### src/rtl/acc_multi_dispatcher.sv
// acc_multi_dispatcher
// Dispatches non-speculative accelerator instructions from the issue stage
// into NrAcc per-channel instruction queues. A queue head is only offered to
// its accelerator once its scoreboard id has reached the commit point. The
// commit-cycle bypass lets a head go out in the same cycle as its commit.
// Per-channel load/store counters drive the scalar memory-consistency stall.
//
// Ports
//   clk_i, rst_ni                  clock, async active-low reset
//   issue_*                        issue-stage offer (valid/ready handshake)
//   scalar_ld_i/st_i, cons_en_i    scalar memory-op presence, consistency mode
//   scalar_stall_o                 stall the scalar load/store
//   commit_valid_i/trans_id_i      head-of-scoreboard accel instruction
//   flush_i                        drop all speculative state
//   acc_req_*                      per-channel request (fall-through from queue head)
//   acc_ld_done_i/st_done_i        per-channel completion of one dispatched ld/st
//   cnt_ovf_o                      sticky counter over/underflow flag
//   perf_disp_o                    per-channel accepted-request count
//
// Optional feature macro: ACC_DISP_PERF_CNT_EN enables the perf_disp_o
// counters. When it is undefined, perf_disp_o is tied to zero.

// Per-channel instruction FIFO. Head is presented combinationally.
module acc_disp_chan #(
  parameter int unsigned Depth = 4,
  parameter type         entry_t = logic,
  localparam int unsigned UseW = $clog2(Depth + 1)
) (
  input  logic            clk_i,
  input  logic            rst_ni,
  input  logic            flush_i,
  input  logic            push_i,
  input  entry_t          entry_i,
  input  logic            pop_i,
  output entry_t          head_o,
  output logic            empty_o,
  output logic [UseW-1:0] usage_o
);
  localparam int unsigned PtrW = (Depth > 1) ? $clog2(Depth) : 1;

  entry_t          mem_q [Depth];
  entry_t          mem_d [Depth];
  logic [PtrW-1:0] rd_ptr_q, rd_ptr_d, wr_ptr_q, wr_ptr_d;
  logic [UseW-1:0] usage_q, usage_d;
  logic            do_push, do_pop;

  function automatic logic [PtrW-1:0] ptr_inc(input logic [PtrW-1:0] p);
    return (p == PtrW'(Depth - 1)) ? '0 : p + PtrW'(1);
  endfunction

  always_comb begin
    mem_d    = mem_q;
    rd_ptr_d = rd_ptr_q;
    wr_ptr_d = wr_ptr_q;
    usage_d  = usage_q;
    do_pop   = pop_i & (usage_q != '0);
    // A full queue may only take a new entry when it also drains one.
    do_push  = push_i & ((usage_q != UseW'(Depth)) | do_pop);
    if (flush_i) begin
      rd_ptr_d = '0;
      wr_ptr_d = '0;
      usage_d  = '0;
    end else begin
      if (do_push) begin
        mem_d[wr_ptr_q] = entry_i;
        wr_ptr_d        = ptr_inc(wr_ptr_q);
      end
      if (do_pop) rd_ptr_d = ptr_inc(rd_ptr_q);
      if (do_push && !do_pop)      usage_d = usage_q + UseW'(1);
      else if (do_pop && !do_push) usage_d = usage_q - UseW'(1);
    end
  end

  always_ff @(posedge clk_i or negedge rst_ni) begin
    if (!rst_ni) begin
      mem_q    <= '{default: '0};
      rd_ptr_q <= '0;
      wr_ptr_q <= '0;
      usage_q  <= '0;
    end else begin
      mem_q    <= mem_d;
      rd_ptr_q <= rd_ptr_d;
      wr_ptr_q <= wr_ptr_d;
      usage_q  <= usage_d;
    end
  end

  assign head_o  = mem_q[rd_ptr_q];
  assign empty_o = (usage_q == '0);
  assign usage_o = usage_q;
endmodule

module acc_multi_dispatcher #(
  parameter int unsigned NrAcc       = 2,
  parameter int unsigned QueueDepth  = 4,
  parameter int unsigned NrSbEntries = 8,
  parameter int unsigned XLEN        = 64,
  parameter int unsigned CntWidth    = 3,
  localparam int unsigned TransIdBits = (NrSbEntries > 1) ? $clog2(NrSbEntries) : 1,
  localparam int unsigned SelW        = (NrAcc > 1) ? $clog2(NrAcc) : 1
) (
  input  logic                                 clk_i,
  input  logic                                 rst_ni,
  input  logic                                 issue_valid_i,
  input  logic [SelW-1:0]                      issue_acc_sel_i,
  input  logic [31:0]                          issue_insn_i,
  input  logic [XLEN-1:0]                      issue_rs1_i,
  input  logic [XLEN-1:0]                      issue_rs2_i,
  input  logic [TransIdBits-1:0]               issue_trans_id_i,
  input  logic                                 issue_is_ld_i,
  input  logic                                 issue_is_st_i,
  output logic                                 issue_ready_o,
  input  logic                                 scalar_ld_i,
  input  logic                                 scalar_st_i,
  input  logic                                 cons_en_i,
  output logic                                 scalar_stall_o,
  input  logic                                 commit_valid_i,
  input  logic [TransIdBits-1:0]               commit_trans_id_i,
  input  logic                                 flush_i,
  output logic [NrAcc-1:0]                     acc_req_valid_o,
  input  logic [NrAcc-1:0]                     acc_req_ready_i,
  output logic [NrAcc-1:0][31:0]               acc_req_insn_o,
  output logic [NrAcc-1:0][XLEN-1:0]           acc_req_rs1_o,
  output logic [NrAcc-1:0][XLEN-1:0]           acc_req_rs2_o,
  output logic [NrAcc-1:0][TransIdBits-1:0]    acc_req_tid_o,
  input  logic [NrAcc-1:0]                     acc_ld_done_i,
  input  logic [NrAcc-1:0]                     acc_st_done_i,
  output logic                                 cnt_ovf_o,
  output logic [NrAcc-1:0][31:0]               perf_disp_o
);
  localparam int unsigned UseW = $clog2(QueueDepth + 1);

  typedef struct packed {
    logic [31:0]            insn;
    logic [XLEN-1:0]        rs1;
    logic [XLEN-1:0]        rs2;
    logic [TransIdBits-1:0] tid;
    logic                   ld;
    logic                   st;
  } entry_t;

  entry_t                      issue_entry;
  entry_t                      head [NrAcc];
  logic [NrAcc-1:0]            push, pop, empty, head_rdy;
  logic [NrAcc-1:0][UseW-1:0]  usage;
  logic                        push_ok, commit_hit;

  logic [NrSbEntries-1:0]      pending_q, pending_d, ready_q, ready_d;
  logic [NrAcc-1:0][CntWidth-1:0] spec_ld_q, spec_ld_d, spec_st_q, spec_st_d;
  logic [NrAcc-1:0][CntWidth-1:0] disp_ld_q, disp_ld_d, disp_st_q, disp_st_d;
  logic                        ovf_q, ovf_d;
  logic                        any_ld_pend, any_st_pend;

  assign issue_entry = '{insn: issue_insn_i, rs1: issue_rs1_i, rs2: issue_rs2_i,
                         tid: issue_trans_id_i, ld: issue_is_ld_i, st: issue_is_st_i};

  always_comb begin
    issue_ready_o = 1'b0;
    if (32'(issue_acc_sel_i) < NrAcc)
      issue_ready_o = (usage[issue_acc_sel_i] < UseW'(QueueDepth));
  end

  // A handshake that coincides with a flush is discarded.
  assign push_ok    = issue_valid_i & issue_ready_o & ~flush_i;
  assign commit_hit = commit_valid_i & pending_q[commit_trans_id_i];

  for (genvar c = 0; c < NrAcc; c++) begin : g_chan
    assign push[c] = push_ok & (issue_acc_sel_i == SelW'(c));

    acc_disp_chan #(
      .Depth   (QueueDepth),
      .entry_t (entry_t)
    ) u_chan (
      .clk_i   (clk_i),
      .rst_ni  (rst_ni),
      .flush_i (flush_i),
      .push_i  (push[c]),
      .entry_i (issue_entry),
      .pop_i   (pop[c]),
      .head_o  (head[c]),
      .empty_o (empty[c]),
      .usage_o (usage[c])
    );

    assign head_rdy[c] = ~empty[c] & ready_q[head[c].tid];
    // Commit bypass: the head may go out in the very cycle its id commits.
    assign acc_req_valid_o[c] = head_rdy[c] |
      (~empty[c] & commit_hit & (commit_trans_id_i == head[c].tid));
    assign pop[c]            = acc_req_valid_o[c] & acc_req_ready_i[c];
    assign acc_req_insn_o[c] = head[c].insn;
    assign acc_req_rs1_o[c]  = head[c].rs1;
    assign acc_req_rs2_o[c]  = head[c].rs2;
    assign acc_req_tid_o[c]  = head[c].tid;
  end

  // Commit marks the id ready; a pop in the same cycle clears it again so a
  // bypassed dispatch leaves no stale ready bit behind.
  always_comb begin
    pending_d = pending_q;
    ready_d   = ready_q;
    if (flush_i) begin
      pending_d = '0;
      ready_d   = '0;
    end else begin
      if (commit_hit) begin
        pending_d[commit_trans_id_i] = 1'b0;
        ready_d[commit_trans_id_i]   = 1'b1;
      end
      for (int c = 0; c < NrAcc; c++)
        if (pop[c]) ready_d[head[c].tid] = 1'b0;
      if (push_ok) pending_d[issue_trans_id_i] = 1'b1;
    end
  end

  // Saturating step; MSB of the result flags an attempted over/underflow.
  function automatic logic [CntWidth:0] sat_step(input logic [CntWidth-1:0] v,
                                                 input logic inc, input logic dec);
    logic [CntWidth:0] r;
    r = {1'b0, v};
    if (inc && !dec) begin
      if (v == '1) r[CntWidth] = 1'b1;
      else         r[CntWidth-1:0] = v + CntWidth'(1);
    end else if (dec && !inc) begin
      if (v == '0) r[CntWidth] = 1'b1;
      else         r[CntWidth-1:0] = v - CntWidth'(1);
    end
    return r;
  endfunction

  always_comb begin
    logic [CntWidth:0] s;
    s           = '0;
    ovf_d       = ovf_q;
    spec_ld_d   = spec_ld_q;
    spec_st_d   = spec_st_q;
    disp_ld_d   = disp_ld_q;
    disp_st_d   = disp_st_q;
    any_ld_pend = 1'b0;
    any_st_pend = 1'b0;
    for (int c = 0; c < NrAcc; c++) begin
      s = sat_step(spec_ld_q[c], push[c] & issue_is_ld_i, pop[c] & head[c].ld);
      spec_ld_d[c] = s[CntWidth-1:0];
      ovf_d        = ovf_d | s[CntWidth];
      s = sat_step(spec_st_q[c], push[c] & issue_is_st_i, pop[c] & head[c].st);
      spec_st_d[c] = s[CntWidth-1:0];
      ovf_d        = ovf_d | s[CntWidth];
      s = sat_step(disp_ld_q[c], pop[c] & head[c].ld, acc_ld_done_i[c]);
      disp_ld_d[c] = s[CntWidth-1:0];
      ovf_d        = ovf_d | s[CntWidth];
      s = sat_step(disp_st_q[c], pop[c] & head[c].st, acc_st_done_i[c]);
      disp_st_d[c] = s[CntWidth-1:0];
      ovf_d        = ovf_d | s[CntWidth];
      // Dispatched ops are already outside the speculation window.
      if (flush_i) begin
        spec_ld_d[c] = '0;
        spec_st_d[c] = '0;
      end
      any_ld_pend = any_ld_pend | (spec_ld_q[c] != '0) | (disp_ld_q[c] != '0);
      any_st_pend = any_st_pend | (spec_st_q[c] != '0) | (disp_st_q[c] != '0);
    end
  end

  always_ff @(posedge clk_i or negedge rst_ni) begin
    if (!rst_ni) begin
      pending_q <= '0;
      ready_q   <= '0;
      spec_ld_q <= '0;
      spec_st_q <= '0;
      disp_ld_q <= '0;
      disp_st_q <= '0;
      ovf_q     <= 1'b0;
    end else begin
      pending_q <= pending_d;
      ready_q   <= ready_d;
      spec_ld_q <= spec_ld_d;
      spec_st_q <= spec_st_d;
      disp_ld_q <= disp_ld_d;
      disp_st_q <= disp_st_d;
      ovf_q     <= ovf_d;
    end
  end

  assign cnt_ovf_o      = ovf_q;
  assign scalar_stall_o = cons_en_i & ((scalar_ld_i & any_st_pend) |
                                       (scalar_st_i & (any_st_pend | any_ld_pend)));

`ifdef ACC_DISP_PERF_CNT_EN
  logic [NrAcc-1:0][31:0] perf_q, perf_d;

  always_comb begin
    perf_d = perf_q;
    for (int c = 0; c < NrAcc; c++)
      if (pop[c]) perf_d[c] = perf_q[c] + 32'd1;
  end

  always_ff @(posedge clk_i or negedge rst_ni) begin
    if (!rst_ni) perf_q <= '0;
    else         perf_q <= perf_d;
  end

  assign perf_disp_o = perf_q;
`else
  assign perf_disp_o = '0;
`endif

  // Flushing while a committed head still waits for its accelerator would
  // silently lose a non-speculative instruction.
  flush_ready_head_a: assert property (@(posedge clk_i) disable iff (!rst_ni)
    !(flush_i && (|head_rdy)));

endmodule

### config.mk
export PLATFORM = sky130hd
export DESIGN_NAME = acc_multi_dispatcher
export DESIGN_NICKNAME = d
export VERILOG_FILES = /design/src/rtl/acc_multi_dispatcher.sv
export SDC_FILE = /design/constraint.sdc
export NUM_CORES = 2
export LEC_CHECK = 0
export ABC_CLOCK_PERIOD_IN_PS = 4180
export BUFFER_PORTS_ARGS = -buffer_cell sky130_fd_sc_hd__buf_2
export CAP_MARGIN = 20
export CORE_ASPECT_RATIO = 0.75
export CORE_MARGIN = 2
export CORE_UTILIZATION = 45
export CTS_BUF_LIST = sky130_fd_sc_hd__clkbuf_16
export DETAILED_ROUTE_END_ITERATION = 10
export GPL_ROUTABILITY_DRIVEN = 0
export PLACE_DENSITY = 0.65
export SLEW_MARGIN = 20
export SYNTH_ARGS = -nofsm -noshare
export SYNTH_HDL_FRONTEND = slang
export SYNTH_SLANG_ARGS = --single-unit
### constraint.sdc
create_clock -name clk_i -period 4.18 [get_ports clk_i]
set_input_delay 0.836 -clock clk_i [delete_from_list [all_inputs] [get_ports clk_i]]
set_output_delay 0.836 -clock clk_i [all_outputs]
set_load 0.05 [all_outputs]
==> run metrics <==
Leak=between 30 and 40 nW; Hold Path Class=primary input to asynchronous set/reset pin; Peak Freq=roughly 0.25 GHz; synth top area cells=dfrtp_1 56%, mux2_2 24%, mux4_2 12%; Crit path largest cell delay=around 0.66 ns; prevailing post-synth register cell=dfrtp_1; Vias=around 34,000; area share of and/or/nand/nor cells after synthesis=0.01450; clock buffer depth=3; fillers=around 11,000; share of layout cells above drive strength 1=0.5665; Die ar.=roughly 140,000 sq um; max_cap viols=0; Post-Synth XOR/XNOR Area=0.002724; initial drt markers=2,106; total grt overflow=0; largest net degree at the start of global routing=130; count leader, synth=dfrtp_1; Synth Instances=approximately 3,800; pwr/cell area=710.0 nW/um^2; DRC=0; dpl hpwl=around 91,000 um; die width=429.5 um; most frequent cells after synthesis=1,375 x dfrtp_1, 1,327 x mux2_2, 331 x mux4_2; number of I/O port buffers=about 500; Core Region=135,300 sq um; Setup Viol. Count Final=0; multi-input logic area=about 25,000 sq um; Slew Viols, Final=0; crit-path cells=mux4_2 -> xor2_1 -> or4_4 -> a21oi_2 -> buf_4; Final Hold Vio Count=0; RSZ-0062 raised after global routing=no; share of Yosys cell area claimed by the top area cell type=0.5632; synth warn=0; Synth Area in Compound Gates=0.01364; Hold Slack=around 0.021 ns; wire per inst=between 20 and 25 um; CTS Buf Count=between 100 and 150; largest area contributor in the netlist=dfrtp_1; critical path depth=5; Initial Util=0.4517; vias in the first global route=approximately 36,000; CP endpoint kind=primary output; Required @ worst endpoint=approximately 3.3 ns; Reg area=around 34,000 sq um; DRT Pass-1 Iters=5; clk_lat worst skew=between 0.7 and 0.8 ns; global-route wire length before repair=232,000 um; kind of critical path=flip-flop to primary output; CTS clock-pin slew for the worst setup and hold paths=0.06 ns; crit-path max FO=8; Top Ports=578; area of the mapped netlist=around 61,000 sq um; delay-heaviest family, CP=multiplexers; outcome=completed; Final ANT Viol Nets=0; post-synthesis mux area share=0.3693; Vias per Instance=about 5.6; # nets final=between 4,000 and 5,000; CTS root buf=clkbuf_16; Tightest Pin Transition=1.187 ns; Worst Path Arrival=roughly 3.2 ns; Post-Route Setup TNS=0 ns; Routed WL=~150,000 um; Buf+Inv Stages, Crit Path=1; EDFF count, synth=0; die height=approximately 320 um; initial antenna violation count=26; Synth cell types=75; crit path time final=slightly above 4 ns; CTS tree=done; Max IR drop VDD=approximately 0.54 mV; ys async rst share=1.000; Clock Sink Count=between 1,000 and 1,500; Slew HR=0.2087; H-tree depth=4; slowest cell on the critical path=mux4_2; # rows=roughly 120; post-synthesis adder-cell area fraction=0.01049; Yosys reg bits=between 1,000 and 1,500; area delta synth->final=15.18%; CP Launch Type=flip-flop; synthesized area per cell=16.27 sq um; Seq/Total Area, Yosys=0.5632; gr usage total=0.2205; skew final=0.02476 ns; Worst Reg-to-Reg Cells=12; final worst-path cycle share=0.9643; largest family of logic cells by synthesized area=multiplexers
==> metrics by stage <==
step                total power [W]  cell area, sq um  cells  setup slack [ns]    util
detailed placement          0.03813             65850   5885            0.2409  0.4868
floorplan                   0.03301             61330   3819            0.3233       -
global placement            0.03781             65850   5885            0.2511  0.4868
finish                      0.04997             70370   6155            0.1494  0.5203
CTS                         0.05054             70340   6145           0.01880  0.5200
global route                0.05226             70370   6152          0.007676  0.5202
==> registers in the layout, indices dropped and copies added, names as in the netlist, 6 cells and up <==
register / count
ready_q: 8
pending_q: 8
disp_st_q: 6
spec_st_q: 6
g_chan.u_chan.mem_q: 1320
spec_ld_q: 6
disp_ld_q: 6
g_chan.u_chan.usage_o: 6
==> final timing paths <==
path,from,endpoint,slack [ns]
max,g_chan[1].u_chan.rd_ptr_q[0],acc_req_valid_o[1],0.15
max in group asynchronous,rst_ni,g_chan[0].u_chan.mem_q[440],2.94
min reg2reg,g_chan[1].u_chan.mem_q[253],g_chan[1].u_chan.mem_q[253],0.50
min in group clk_i,issue_rs2_i[38],g_chan[1].u_chan.mem_q[538],0.39
min,rst_ni,g_chan[1].u_chan.mem_q[633],0.02
max reg2reg,g_chan[1].u_chan.rd_ptr_q[0],cnt_ovf_o,0.49
==> cell families after synthesis <==
kind of cell	count (synthesis)
adder cells (fa/ha/maj)	50
other	1
AO/OA/AOI/OAI	113
buffers and inverters	353
XOR/XNOR	19
flip-flops	1375
AND/OR/NAND/NOR	171
multiplexers	1674
==> cells in the final DEF (no fill, tap or decap), types with 4 or more instances in the layout <==
cell type,n
nor2_1,60
buf_2,510
bufinv_16,7
inv_1,85
xor2_1,10
mux2i_1,13
dfrtp_4,4
xnor2_1,9
buf_12,37
inv_6,5
buf_4,33
nand3_1,7
diode_2,10
nor4_1,4
clkinv_8,4
or3_1,4
conb_1,64
o21ai_0,24
clkinv_1,32
o21bai_1,7
nor3b_1,5
a21oi_1,24
a31oi_1,5
nand2_4,8
a211oi_1,7
nor2b_1,10
dfrtp_1,1371
mux4_2,331
clkinv_2,24
clkbuf_16,145
a221oi_1,7
mux2_2,1327
nand2b_1,19
ha_1,48
nor3_1,6
nand2_1,24
==> layer usage <==
layer | up-vias | track usage | part of all wire
met5 | - | 0 | 0.00061
met2 | 636 | 0.3563 | 0.48
met4 | 14 | 0.06502 | 0.026
met1 | 18470 | 0.3034 | 0.45
li1 | 14860 | - | -
met3 | 232 | 0.04472 | 0.042
==> final cells by class <==
class | instances | share of cell area
Timing Repair Buffer | 585 | 0.05211
Tap cell | 1785 | 0.03174
Sequential cell | 1375 | 0.4892
Multi-Input combinational cell | 2091 | 0.3611
Inverter | 51 | 0.002720
Clock inverter | 113 | 0.01124
Antenna cell | 10 | 0.0003556
Clock buffer | 145 | 0.05156
==> repair_timing <==
| action | in CTS | in global routing |
|---|---|---|
| hold buffers | 0 | 0 |
| endpoints found under the hold margin | 0 | 0 |
| pin swaps | 0 | 1 |
| gates cloned | 1 | 0 |
| buffers inserted | 2 | 0 |
| resized for setup | 5 | 2 |
| setup endpoints to repair | 100 | 12 |
==> worst register-to-register path, delay by kind of cell (launching register included) <==
kind	cells	cell delay, ns
buf+inv	1	0.20
flops	1	0.54
simple gates	3	0.66
compound gates	5	1.11
fa+ha+maj	1	0.27
mux	2	0.76
==> power by group <==
group	internal [W]	switching, W
sequential	0.0165	0.00160
combinational	0.00702	0.0127
clock	0.00675	0.00542
total	0.0303	0.0197
No activity file was read; power rests on OpenSTA's default activity.
